`config.mk`:
```
export PLATFORM = sky130hd
export DESIGN_NAME = draw_sequencer_flat
export DESIGN_NICKNAME = d
export VERILOG_FILES = /design/src/rtl/draw_sequencer_if.sv /design/src/rtl/draw_sequencer.sv /design/src/flat_wrapper.sv
export SDC_FILE = /design/constraint.sdc
export NUM_CORES = 1
export LEC_CHECK = 0
export ABC_CLOCK_PERIOD_IN_PS = 1700
export BUFFER_PORTS_ARGS = -buffer_cell sky130_fd_sc_hd__buf_4
export CORE_MARGIN = 10
export CORE_UTILIZATION = 43
export CTS_CLUSTER_DIAMETER = 200
export CTS_CLUSTER_SIZE = 12
export DETAILED_ROUTE_END_ITERATION = 12
export PLACE_DENSITY_LB_ADDON = 0.08
export SLEW_MARGIN = 15
export SYNTH_ARGS = -nofsm -noshare
export SYNTH_HDL_FRONTEND = slang
export SYNTH_SLANG_ARGS = --single-unit
```
`constraint.sdc`:
```
create_clock -name clk -period 1.7 [get_ports clk]
set_input_delay 0.255 -clock clk [delete_from_list [all_inputs] [get_ports clk]]
set_output_delay 0.255 -clock clk [all_outputs]
set_load 0.02 [all_outputs]
```
`src/rtl/draw_sequencer_if.sv`:
```
// Sequencer <-> draw-engine/VGA bundle: frame request, per-engine start/done and pixel buses,
// shared VGA write port and sticky status flags.
interface draw_sequencer_if #(
    parameter int X_W = 8,
    parameter int Y_W = 7,
    parameter int C_W = 3
);
    logic               frame_start;
    logic [2:0]         phase_en;
    logic [2:0]         start;
    logic [2:0]         done;
    logic [2:0]         plot_in;
    logic [3*X_W-1:0]   x_in;
    logic [3*Y_W-1:0]   y_in;
    logic [3*C_W-1:0]   colour_in;
    logic               plot;
    logic [X_W-1:0]     x;
    logic [Y_W-1:0]     y;
    logic [C_W-1:0]     colour;
    logic               busy;
    logic               frame_done;
    logic [2:0]         timeout_err;
    logic               overrun;
    logic               clear_err;

    modport master (
        input  frame_start, phase_en, done, plot_in, x_in, y_in, colour_in, clear_err,
        output start, plot, x, y, colour, busy, frame_done, timeout_err, overrun
    );

    modport slave (
        output frame_start, phase_en, done, plot_in, x_in, y_in, colour_in, clear_err,
        input  start, plot, x, y, colour, busy, frame_done, timeout_err, overrun
    );
endinterface

```
`src/rtl/draw_sequencer.sv`:
```
// Runs erase/pipes/bird engines in order per frame and muxes the active engine onto the VGA port.
// start one cycle after accept/phase exit, pixel mux 1 cycle; frame_start while busy is dropped and flagged.
module draw_sequencer #(
    parameter int X_W     = 8,
    parameter int Y_W     = 7,
    parameter int C_W     = 3,
    parameter int TIMEOUT = 20000
) (
    input  logic             clk,
    input  logic             resetn,
    draw_sequencer_if.master bus
);
    localparam int              WD_W    = (TIMEOUT > 1) ? $clog2(TIMEOUT) : 1;
    localparam logic [WD_W-1:0] WD_LAST = WD_W'(TIMEOUT - 1);

    typedef enum logic [1:0] {IDLE, PH0, PH1, PH2} state_t;

    state_t          state;
    state_t          nxt_state;
    logic [2:0]      en_q;
    logic [2:0]      nxt_mask;
    logic [2:0]      nxt_start;
    logic [2:0]      tmo_set;
    logic [WD_W-1:0] wd;
    logic            in_ph;
    logic            first_cycle;
    logic            sel_done;
    logic            sel_plot;
    logic            done_ok;
    logic            wd_hit;
    logic            tmo_flag;
    logic            go;
    logic [X_W-1:0]  sel_x;
    logic [Y_W-1:0]  sel_y;
    logic [C_W-1:0]  sel_c;

    always_comb begin
        in_ph       = (state != IDLE);
        // start is high only in the first cycle of a phase, so it doubles as the entry marker
        first_cycle = |bus.start;
        sel_done    = 1'b0;
        sel_plot    = 1'b0;
        sel_x       = bus.x_in[X_W-1:0];
        sel_y       = bus.y_in[Y_W-1:0];
        sel_c       = bus.colour_in[C_W-1:0];
        case (state)
            PH0: begin
                sel_done = bus.done[0];
                sel_plot = bus.plot_in[0];
            end
            PH1: begin
                sel_done = bus.done[1];
                sel_plot = bus.plot_in[1];
                sel_x    = bus.x_in[2*X_W-1:X_W];
                sel_y    = bus.y_in[2*Y_W-1:Y_W];
                sel_c    = bus.colour_in[2*C_W-1:C_W];
            end
            PH2: begin
                sel_done = bus.done[2];
                sel_plot = bus.plot_in[2];
                sel_x    = bus.x_in[3*X_W-1:2*X_W];
                sel_y    = bus.y_in[3*Y_W-1:2*Y_W];
                sel_c    = bus.colour_in[3*C_W-1:2*C_W];
            end
            default: ;
        endcase

        done_ok  = in_ph && !first_cycle && sel_done;
        wd_hit   = in_ph && (wd == WD_LAST);
        tmo_flag = wd_hit && !done_ok;

        go       = 1'b0;
        nxt_mask = 3'b000;
        tmo_set  = 3'b000;
        case (state)
            IDLE: begin
                go       = bus.frame_start;
                nxt_mask = bus.phase_en;
            end
            PH0: begin
                go       = done_ok || wd_hit;
                nxt_mask = en_q & 3'b110;
                tmo_set  = {2'b00, tmo_flag};
            end
            PH1: begin
                go       = done_ok || wd_hit;
                nxt_mask = en_q & 3'b100;
                tmo_set  = {1'b0, tmo_flag, 1'b0};
            end
            default: begin
                go       = done_ok || wd_hit;
                nxt_mask = 3'b000;
                tmo_set  = {tmo_flag, 2'b00};
            end
        endcase

        // disabled phases are skipped in zero cycles by jumping to the lowest remaining one
        if (nxt_mask[0]) begin
            nxt_state = PH0;
            nxt_start = 3'b001;
        end else if (nxt_mask[1]) begin
            nxt_state = PH1;
            nxt_start = 3'b010;
        end else if (nxt_mask[2]) begin
            nxt_state = PH2;
            nxt_start = 3'b100;
        end else begin
            nxt_state = IDLE;
            nxt_start = 3'b000;
        end
    end

    always_ff @(posedge clk or negedge resetn) begin
        if (!resetn) begin
            state           <= IDLE;
            en_q            <= 3'b000;
            wd              <= '0;
            bus.start       <= 3'b000;
            bus.busy        <= 1'b0;
            bus.frame_done  <= 1'b0;
            bus.plot        <= 1'b0;
            bus.x           <= '0;
            bus.y           <= '0;
            bus.colour      <= '0;
            bus.timeout_err <= 3'b000;
            bus.overrun     <= 1'b0;
        end else begin
            bus.start      <= 3'b000;
            bus.frame_done <= 1'b0;
            if (go) begin
                state          <= nxt_state;
                wd             <= '0;
                bus.start      <= nxt_start;
                bus.busy       <= (nxt_state != IDLE);
                bus.frame_done <= (nxt_state == IDLE);
                if (state == IDLE) begin
                    en_q <= bus.phase_en;
                end
            end else if (in_ph) begin
                wd <= wd + WD_W'(1);
            end

            if (in_ph) begin
                bus.plot   <= sel_plot;
                bus.x      <= sel_x;
                bus.y      <= sel_y;
                bus.colour <= sel_c;
            end else begin
                bus.plot <= 1'b0;
            end

            // a set event in the same cycle as clear_err must survive the clear
            bus.timeout_err <= (bus.clear_err ? 3'b000 : bus.timeout_err) | tmo_set;
            bus.overrun     <= (bus.clear_err ? 1'b0 : bus.overrun) | (bus.frame_start && in_ph);
        end
    end
endmodule

```
`src/flat_wrapper.sv`:
```
// flat-port wrapper written by rule: the top's interface ports become plain ports
module draw_sequencer_flat 
#(
    parameter int X_W     = 8,
    parameter int Y_W     = 7,
    parameter int C_W     = 3,
    parameter int TIMEOUT = 20000
)
  (clk, resetn, bus_frame_start, bus_phase_en, bus_done, bus_plot_in, bus_x_in, bus_y_in, bus_colour_in, bus_clear_err, bus_start, bus_plot, bus_x, bus_y, bus_colour, bus_busy, bus_frame_done, bus_timeout_err, bus_overrun);
  draw_sequencer_if #(.X_W(X_W), .Y_W(Y_W), .C_W(C_W)) bus_i ();
  input  logic clk;
  input  logic resetn;
  input wire logic [$bits(bus_i.frame_start)-1:0] bus_frame_start;
  input wire logic [$bits(bus_i.phase_en)-1:0] bus_phase_en;
  input wire logic [$bits(bus_i.done)-1:0] bus_done;
  input wire logic [$bits(bus_i.plot_in)-1:0] bus_plot_in;
  input wire logic [$bits(bus_i.x_in)-1:0] bus_x_in;
  input wire logic [$bits(bus_i.y_in)-1:0] bus_y_in;
  input wire logic [$bits(bus_i.colour_in)-1:0] bus_colour_in;
  input wire logic [$bits(bus_i.clear_err)-1:0] bus_clear_err;
  output wire logic [$bits(bus_i.start)-1:0] bus_start;
  output wire logic [$bits(bus_i.plot)-1:0] bus_plot;
  output wire logic [$bits(bus_i.x)-1:0] bus_x;
  output wire logic [$bits(bus_i.y)-1:0] bus_y;
  output wire logic [$bits(bus_i.colour)-1:0] bus_colour;
  output wire logic [$bits(bus_i.busy)-1:0] bus_busy;
  output wire logic [$bits(bus_i.frame_done)-1:0] bus_frame_done;
  output wire logic [$bits(bus_i.timeout_err)-1:0] bus_timeout_err;
  output wire logic [$bits(bus_i.overrun)-1:0] bus_overrun;
  assign bus_i.frame_start = bus_frame_start;
  assign bus_i.phase_en = bus_phase_en;
  assign bus_i.done = bus_done;
  assign bus_i.plot_in = bus_plot_in;
  assign bus_i.x_in = bus_x_in;
  assign bus_i.y_in = bus_y_in;
  assign bus_i.colour_in = bus_colour_in;
  assign bus_i.clear_err = bus_clear_err;
  assign bus_start = bus_i.start;
  assign bus_plot = bus_i.plot;
  assign bus_x = bus_i.x;
  assign bus_y = bus_i.y;
  assign bus_colour = bus_i.colour;
  assign bus_busy = bus_i.busy;
  assign bus_frame_done = bus_i.frame_done;
  assign bus_timeout_err = bus_i.timeout_err;
  assign bus_overrun = bus_i.overrun;
  draw_sequencer #(.X_W(X_W), .Y_W(Y_W), .C_W(C_W), .TIMEOUT(TIMEOUT)) u_core (.clk(clk), .resetn(resetn), .bus(bus_i));
endmodule
```
==> run_results.csv, run 1 <==
group,metric,value,unit
outcome,status,"finished clean",
logic_synthesis,synth_compound_area_share,4.247,%
place,placement.cell_area,3178,sq um
floorplan,die_w,93.57,microns
critical_path,critPathCaptureType,"register",
clocking,cts_max_level,2,
timing,hold_viol_final,0,
critical_path,crit_fanout,6,
drt,dr.first_iter.drc_count,44,
final_layout,final_core_util,65.22,%
clocking,clock-sinks,47,
clocking,clkTransAtPathRegs,0.09,ns
place,port_buffers,94,
logic_synthesis,ys_ff_latch,47,
power_and_ir_drop,switching_share,36.00,%
power_and_ir_drop,p_comb_share,51.5,%
logic_synthesis,netlist_instances,185,
power_and_ir_drop,switching_power,1925,uW
power_and_ir_drop,ir_drop,0.8666,mV
final_layout,area_growth,44.95,%
power_and_ir_drop,p_per_area,1585,nW/um^2
power_and_ir_drop,internal_power,3422,uW
logic_synthesis,async_flop_share,100.0,%
grt,grt_max_degree,48,
critical_path,required,1.89,ns
final_layout,multiInputGateArea,1102,sq um
final_layout,final-instance-count-excl-fill,365,
timing,post-route-min-period,1.684,ns
hold_path,hold_path_class,"primary input to register",
floorplan,io_pins,95,
logic_synthesis,yosysTopAreaCellShare,50.54,%
logic_synthesis,post_synth_xor_area_fraction,4.892,%
timing,rsz0062_at_grt,"true",
drt,drtAntennaViolNets,0,
timing,max_freq,594.0,MHz
final_layout,antennaDiodeCount,0,
grt,grt_pass1_vias,2093,
drt,firstDrtPassIters,4,
timing,hold_ws,0.1694,ns
timing,finalSetupViolCount,0,
floorplan,rows,26,
grt,grt_pass1_wl,9777,microns
logic_synthesis,syn_area_per_cell,12.58,sq um
drt,drc,0,
timing,slew_headroom,60.54,%
clocking,root_buffer,"clkbuf_8",
logic_synthesis,synth_simple_gate_area_share,14.41,%
place,hpwl,4654,microns
clocking,cts_buffers,5,
drt,wire_per_inst,16.59,microns
final_layout,register_area,1176,sq um
logic_synthesis,synth_area,2327,sq um
timing,min_period_over_period,99.03,%
clocking,cts_max_path_buffers,2,
critical_path,crit_arrival,1.88,ns
power_and_ir_drop,seqPwrFrac,32.7,%
logic_synthesis,synth_nets,253,
grt,antenna_found_initial,0,
timing,clock_skew,0.004511,ns
place,dp.cells,354,
drt,vias,1872,
floorplan,dieArea,8754,sq um
logic_synthesis,synth_top_family_by_area,"multiplexers",
logic_synthesis,synth.area.top_cells,"dfrtp_1 51%, mux4_2 17%, xor2_1 3.8%, nor2_1 2.7%, mux2_2 2.4%",
drt,wl,6055,microns
timing,slew_violations,0,
floorplan,start_util,44.99,%
clocking,worstSkewPairLatency,0.30,ns
final_layout,nNetsFinal,362,
grt,overflow,0,
final_layout,fillers,412,
timing,tightest_slew,0.5920,ns
logic_synthesis,yosysWarnings,0,
power_and_ir_drop,leakage,0.001603,uW
logic_synthesis,yosysSeqAreaShare,50.54,%
critical_path,worst_setup_path_start_kind,"register",
job,maxCapViolations,0,
logic_synthesis,synth_ff_type,"dfrtp_1",
logic_synthesis,synth_cell_types,35,
clocking,cts_tree,"built",
final_layout,design_area,3373,sq um
final_layout,final_cell_mix,"109 x buf_4, 47 x dfrtp_1, 18 x mux4_2",
final_layout,post_route_cells_drive_above_1_share,51.86,%
place,gp_congestion,0.7612,
floorplan,core,5172,sq um
grt,track_usage,13.72,%
logic_synthesis,synth-edff-count,0,
logic_synthesis,yosysTopAreaCell,"dfrtp_1",
logic_synthesis,synthAdderAreaFrac,0.5376,%
drt,vias_per_cell,5.129,
floorplan,chipHeight,93.57,microns
logic_synthesis,synth_mux_area_share,21.34,%
power_and_ir_drop,clockPowerShare,15.7,%
final_layout,final_common_cell,"buf_4",
critical_path,crit_type,"register to register",
-- per-stage QoR --
stage / worst slack (ns) / power, uW / TNS, ns
finish: 0.01641 / 5348 / 0
global route: -0.1036 / 5698 / -1.029
CTS: -0.01516 / 5322 / -0.02018
detailed placement: -0.006249 / 4426 / -0.008937
global placement: 0.06891 / 4392 / 0
floorplan: 0.07818 / 3487 / 0
-- state kept, by name, summed over array words and instances (netlist names) --
signal                  count
u_core.bus.start            3
u_core.bus.overrun          1
u_core.bus.y                7
u_core.state                2
u_core.bus.frame_done       1
u_core.bus.busy             1
u_core.bus.timeout_err      3
u_core.bus.plot             1
u_core.en_q                 2
u_core.bus.colour           3
u_core.wd                  15
u_core.bus.x                8
-- cell usage after synthesis, types with 3 or more instances --
library cell / n
a21oi_1: 4
and3_1: 6
buf_2: 3
buf_4: 3
dfrtp_1: 47
inv_1: 7
mux2_2: 5
mux4_2: 18
nand2_1: 13
nand2b_1: 3
nand3_1: 6
nand4_1: 6
nor2_1: 17
nor2b_1: 3
o21ai_0: 5
o22ai_1: 3
xnor2_1: 3
xor2_1: 10
-- critical path, stage by stage, from the launching register on --
cell	delay, ns
dfrtp_1	0.40
nor4_2	0.27
nand4_1	0.14
nor3_2	0.22
a211o_2	0.24
mux2_4	0.31
-- worst paths after layout --
path | start | slack (ns) | depth (start not counted) | to
max | u_core.wd[8]$_DFFE_PN0P_ | 0.02 | 5 | u_core.state[1]$_DFFE_PN0P_
min | bus_plot_in[1] | 0.17 | 2 | u_core.bus.plot$_DFF_PN0_
max reg2reg | u_core.wd[8]$_DFFE_PN0P_ | 0.02 | 5 | u_core.state[1]$_DFFE_PN0P_
min reg2reg | u_core.wd[1]$_DFFE_PN0P_ | 0.54 | 2 | u_core.wd[1]$_DFFE_PN0P_
max in group asynchronous | resetn | 0.80 | 2 | u_core.en_q[1]$_DFFE_PN0P_
min in group asynchronous | resetn | 0.50 | 2 | u_core.wd[0]$_DFFE_PN0P_
-- layout make-up --
class                      count  share of cell area (%)
inverter                       7                  0.7789
timing repair buffer         112                   25.59
clock buffer                   6                   2.448
sequential                    47                   34.87
tap                           70                   2.596
clock inverter                 2                   1.039
multi-input combinational    121                   32.68
-- power by group through the flow --
stage,sequential (uW),clock (uW),combinational (uW)
3_5_place_dp,1740,0,2680
3_3_place_gp,1750,0,2640
6_report,1750,842,2760
5_1_grt,1800,921,2980
4_1_cts,1740,873,2710
2_1_floorplan,2050,0,1440
-- repair_timing --
| action | in CTS | in global routing |
|---|---|---|
| resized for setup | 2 | 10 |
| pin swaps | 1 | 4 |
| hold buffers | 1 | 0 |
| endpoints found under the setup margin | 4 | 22 |
| endpoints found under the hold margin | 47 | 0 |
| setup buffers | 2 | 1 |
-- layer usage --
layer / up-vias / GRT usage [%] / share of wire, %
met3: 6 / 8.793 / 12
li1: 880 / - / -
met1: 909 / 15.79 / 40
met5: - / 0 / 0
met4: 0 / 3.544 / 0.88
met2: 77 / 20.82 / 47
-- cells by family (layout without fill, tap and decap cells) --
group / count (synthesis) / in the layout
buf+inv: 17 / 127
flops: 47 / 47
simple gates: 65 / 65
mux: 26 / 26
compound gates: 16 / 16
fa+ha+maj: 1 / 1
xor+xnor: 13 / 13
Note: power is estimated with default switching activity, not from simulation.
==> run 2: changes to the inputs <==
--- a/constraint.sdc
+++ b/constraint.sdc
@@ -3,2 +3,2 @@
 set_output_delay 0.255 -clock clk [all_outputs]
-set_load 0.02 [all_outputs]
+set_load 0.05 [all_outputs]
==> run_results.csv, run 2 (synthesized netlist as in run 1, its figures left out) <==
group,metric,value,unit
outcome,status,"finished clean",
final_layout,largestRegisters,"u_core.wd x15, u_core.bus.x x8, u_core.bus.y x7",
power_and_ir_drop,ir_drop,1.272,mV
final_layout,final_cell_mix,"112 x buf_4, 45 x dfrtp_1, 18 x mux4_2",
place,gp_congestion,0.8185,
final_layout,fillers,436,
power_and_ir_drop,switching_share,43.19,%
grt,track_usage,13.44,%
power_and_ir_drop,p_comb_share,58.8,%
floorplan,start_util,44.99,%
timing,slew_headroom,61.81,%
final_layout,multiInputGateArea,1080,sq um
drt,wl,5909,microns
grt,grt_pass1_wl,9549,microns
final_layout,design_area,3346,sq um
final_layout,final_common_cell,"buf_4",
final_layout,antennaDiodeCount,0,
critical_path,critPathCaptureType,"register",
grt,grt_max_degree,48,
critical_path,r2r_end,"u_core.wd[10]$_DFFE_PN0P_",
power_and_ir_drop,switching_power,2541,uW
timing,setup_tns,0,ns
drt,wire_per_inst,16.06,microns
critical_path,required,1.89,ns
final_layout,nNetsFinal,365,
hold_path,hold_path_class,"primary input to register",
timing,finalSetupViolCount,0,
job,maxCapViolations,0,
power_and_ir_drop,p_per_area,1759,nW/um^2
final_layout,largest_reg_flops,15,
drt,drtAntennaViolNets,0,
clocking,worstSkewPairLatency,0.30,ns
drt,vias,1844,
hold_path,worstHoldStart,"bus_clear_err",
clocking,cts_max_path_buffers,2,
drt,firstDrtPassIters,4,
place,port_buffers,94,
critical_path,worst-r2r-cell-count,5,
critical_path,crit_type,"register to register",
final_layout,final_core_util,64.68,%
floorplan,core,5172,sq um
power_and_ir_drop,leakage,0.001595,uW
drt,vias_per_cell,5.011,
drt,drc,0,
timing,min_period_over_period,92.97,%
floorplan,die_w,93.57,microns
clocking,cts_tree,"built",
final_layout,area_growth,43.76,%
power_and_ir_drop,clockPowerShare,11.7,%
floorplan,rows,26,
timing,tightest_slew,0.5729,ns
clocking,clock-sinks,47,
hold_path,whs_path_depth,2,
timing,slew_violations,0,
grt,antenna_found_initial,0,
grt,overflow,0,
place,hpwl,4736,microns
timing,rsz0062_at_grt,"true",
critical_path,crit_arrival,1.77,ns
power_and_ir_drop,seqPwrFrac,29.5,%
critical_path,crit_fanout,7,
clocking,clkTransAtPathRegs,0.09,ns
grt,grt_pass1_vias,2024,
timing,hold_viol_final,0,
clocking,postCtsSetupRepairBufs,0,
clocking,root_buffer,"clkbuf_8",
timing,post-route-min-period,1.580,ns
power_and_ir_drop,internal_power,3343,uW
place,placement.cell_area,3217,sq um
critical_path,worst_setup_path_start_kind,"register",
timing,clock_skew,0.007042,ns
floorplan,io_pins,95,
final_layout,register_area,1179,sq um
floorplan,chipHeight,93.57,microns
floorplan,dieArea,8754,sq um
drt,dr.first_iter.drc_count,93,
clocking,cts_buffers,5,
critical_path,r2r_slack,0.12,ns
timing,max_freq,632.7,MHz
clocking,cts_max_level,2,
hold_path,whs_endpoint,"u_core.bus.timeout_err[1]$_DFF_PN0_",
critical_path,reg2reg_from,"u_core.state[0]$_DFFE_PN0P_",
final_layout,post_route_cells_drive_above_1_share,51.68,%
final_layout,top_register,"u_core.wd",
run 2: timing repair:
action                                  in CTS  in global routing
endpoints found under the hold margin       47                  0
endpoints found under the setup margin       2                 18
gates cloned                                 0                  0
gates resized for setup                      1                  6
hold buffers                                 1                  0
pin swaps                                    1                  0
run 2: metrics by stage:
step	power, uW	hold WS (ns)	setup slack (ns)	instances
6_report	5884	0.1601	0.1196	368
3_3_place_gp	5139	0.2960	0.01261	359
2_1_floorplan	4128	-0.04059	0.005584	185
4_1_cts	5880	0.1496	0.007648	368
5_1_grt	6227	0.1519	-0.02267	368
3_5_place_dp	5173	0.3112	-0.01917	359
run 2: worst max-delay path, cell delays in order (launching register included):
cell     delay, ns
dfrtp_1       0.45
or3_4         0.42
and3_1        0.26
nand3_1       0.12
xor2_1        0.17
nor2_1        0.05
run 2: final cells by class:
class	instances	share of cell area (%)
clock inverters	1	0.1496
multi-input cells	121	32.27
repair buffers	115	26.36
flip-flops and latches	47	35.23
inverters	7	0.7853
well taps	70	2.618
clock buffers	7	2.580
run 2: power groups by stage:
| stage | clock network, uW | registers [uW] | logic (uW) |
|---|---|---|---|
| global placement | 0 | 1750 | 3390 |
| detailed placement | 0 | 1740 | 3430 |
| floorplan | 0 | 2690 | 1440 |
| global route | 748 | 1790 | 3690 |
| finish | 689 | 1740 | 3460 |
| CTS | 716 | 1740 | 3430 |
run 2: routing by layer:
layer  GRT usage [%]  vias to the layer above  wire, microns
met5               0                        -              0
li1                -                      888              -
met1           16.16                      879           2455
met4           3.797                        0             50
met2           20.13                       72           2693
met3           7.674                        5            710
run 2: worst max-delay path by stage:
stage                                              to  slack, ns                          start
after floorplan           u_core.state[0]$_DFFE_PN0P_      0.006  u_core.bus.start[0]$_DFF_PN0_
after global placement    u_core.state[1]$_DFFE_PN0P_       0.01       u_core.wd[5]$_DFFE_PN0P_
after detailed placement  u_core.state[1]$_DFFE_PN0P_      -0.02       u_core.wd[5]$_DFFE_PN0P_
after CTS                 u_core.state[1]$_DFFE_PN0P_      0.008       u_core.wd[5]$_DFFE_PN0P_
after global routing      u_core.state[1]$_DFFE_PN0P_      -0.02       u_core.wd[5]$_DFFE_PN0P_
final                       u_core.wd[10]$_DFFE_PN0P_       0.12    u_core.state[0]$_DFFE_PN0P_
==> run 3: changes to the inputs <==
ABC_CLOCK_PERIOD_IN_PS = 1630   (was 1700)
CORE_UTILIZATION = 48   (was 43)
clock period = 1.63 ns   (was 1.7 ns; I/O delays follow)
==> run_results.csv, run 3 (synthesized netlist as in run 1, its figures left out) <==
group,metric,value,unit
outcome,status,"complete, but fails checks",
outcome,violations,"negative setup slack",
critical_path,critPathCaptureType,"register",
timing,setup_tns,-0.2073,ns
critical_path,crit_type,"register to register",
floorplan,io_pins,95,
floorplan,chipHeight,89.63,microns
place,gp_congestion,0.7853,
power_and_ir_drop,p_per_area,1803,nW/um^2
job,maxCapViolations,0,
critical_path,slowest_delay,0.40,ns
critical_path,crit_arrival,1.88,ns
timing,clock_skew,0.005395,ns
clocking,clock-sinks,47,
final_layout,final-instance-count-excl-fill,371,
clocking,clkTransAtPathRegs,0.09,ns
timing,hold_viol_final,0,
final_layout,post_route_cells_drive_above_1_share,53.62,%
clocking,cts_tree,"built",
critical_path,path_cells,"nor4_2 > nand4_1 > nor3_2 > a211o_2 > mux2_4",
floorplan,rows,25,
clocking,cts_max_path_buffers,2,
timing,tightest_slew,0.5838,ns
drt,drtAntennaViolNets,0,
place,hpwl,4822,microns
grt,overflow,0,
drt,firstDrtPassIters,4,
final_layout,area_growth,45.86,%
place,dp.cells,362,
critical_path,required,1.83,ns
critical_path,crit_fanout,6,
power_and_ir_drop,leakage,0.001626,uW
clocking,worstSkewPairLatency,0.30,ns
timing,max_freq,595.2,MHz
critical_path,cp_num_buf_inv,0,
drt,wl,6049,microns
timing,slew_headroom,61.08,%
drt,vias_per_cell,5.022,
floorplan,die_w,89.63,microns
drt,wl_met2,2840,microns
power_and_ir_drop,ir_drop,1.088,mV
final_layout,final_common_cell,"buf_4",
clocking,cts_buffers,5,
floorplan,start_util,49.27,%
timing,min_period_over_period,103.1,%
drt,vias,1863,
timing,hold_ws,0.1524,ns
critical_path,cp_top_family,"simple AND/OR/NAND/NOR gates",
final_layout,largestRegisters,"u_core.wd x15, u_core.bus.x x8, u_core.bus.y x7",
grt,antenna_found_initial,0,
timing,slew_violations,0,
timing,rsz0062_at_grt,"true",
drt,dr.first_iter.drc_count,58,
grt,track_usage,15.91,%
grt,grt_pass1_wl,9715,microns
final_layout,final_cell_mix,"119 x buf_4, 44 x dfrtp_1, 18 x mux4_2",
drt,drc,0,
final_layout,fillers,375,
grt,grt_max_degree,48,
hold_path,hold_path_class,"primary input to register",
place,dpl_worst_slack,-0.1117,ns
grt,grt_pass1_vias,2114,
place,port_buffers,94,
clocking,cts_max_level,2,
final_layout,antennaDiodeCount,0,
critical_path,cpMaxStageDelayCell,"dfrtp_1",
final_layout,largest_reg_flops,15,
drt,wire_per_inst,16.30,microns
drt,highest_layer,"met4",
timing,finalSetupViolCount,6,
floorplan,core,4723,sq um
drt,wl_met1,2446,microns
final_layout,nNetsFinal,371,
timing,post-route-min-period,1.680,ns
drt,wl_met3,685,microns
critical_path,worst_setup_path_start_kind,"register",
floorplan,dieArea,8034,sq um
final_layout,top_register,"u_core.wd",
clocking,root_buffer,"clkbuf_8",
timing,setup_ws,-0.05024,ns
## run 3: cell types whose count changed in the layout (fill, tap and decap cells not counted), sizes merged
cell	change
buf	+6
## run 3: cell type report
cell class | count | area [sq um] | area share [%]
clock buffers | 7 | 76.32 | 2.248
inverters | 7 | 26.28 | 0.7740
repair buffers | 121 | 923.4 | 27.20
multi-input cells | 121 | 1100 | 32.40
clock inverters | 1 | 5.005 | 0.1474
flip-flops and latches | 47 | 1180 | 34.76
well taps | 67 | 83.83 | 2.470
## run 3: report_power, final
group          switching [uW]  internal (uW)  total (uW)
clock network             386            302         688
logic                    2020           1580        3600
registers                 275           1560        1830
total                    2680           3440        6120
## run 3: what timing repair did
item                                   CTS  global route
endpoints found under the hold margin   47             0
setup buffers                            0             1
setup endpoints to repair               21            24
hold buffers                             1             0
pin swaps                                2             6
gates cloned                             0             0
gates resized for setup                  1             7
## run 3: worst paths after layout
| path | from | endpoint | slack (ns) | cells past startpoint |
|---|---|---|---|---|
| worst max-delay path | u_core.wd[8]$_DFFE_PN0P_ | u_core.bus.busy$_DFFE_PN0P_ | -0.05 | 5 |
| worst min-delay path | bus_clear_err | u_core.bus.timeout_err[1]$_DFF_PN0_ | 0.15 | 2 |
| worst max register to register | u_core.wd[8]$_DFFE_PN0P_ | u_core.bus.busy$_DFFE_PN0P_ | -0.05 | 5 |
| worst min register to register | u_core.bus.overrun$_DFF_PN0_ | u_core.bus.overrun$_DFF_PN0_ | 0.53 | 2 |
| max in group asynchronous | resetn | u_core.bus.start[1]$_DFF_PN0_ | 0.73 | 2 |
| min in group asynchronous | resetn | u_core.wd[4]$_DFFE_PN0P_ | 0.49 | 2 |
## run 3: through the flow
step / total power (uW) / cell area (sq um) / util (%)
6_report: 6119 / 3395 / 71.87
5_1_grt: 6492 / 3395 / 71.87
4_1_cts: 6122 / 3358 / 71.10
3_5_place_dp: 5442 / 3261 / 69.03
3_3_place_gp: 5375 / 3261 / 69.03
2_1_floorplan: 4308 / 2331 / -
## run 3: worst reg2reg max path: stages (launching register included)
cell and delay (ns):
dfrtp_1 0.40, nor4_2 0.30, nand4_1 0.16, nor3_2 0.20, a211o_2 0.21, mux2_4 0.31
## run 3: layer usage
metal / track usage (%) / vias up
met4: 5.636 / 0
met5: 0 / -
met3: 8.664 / 7
met1: 18.11 / 890
met2: 24.80 / 69
li1: - / 897
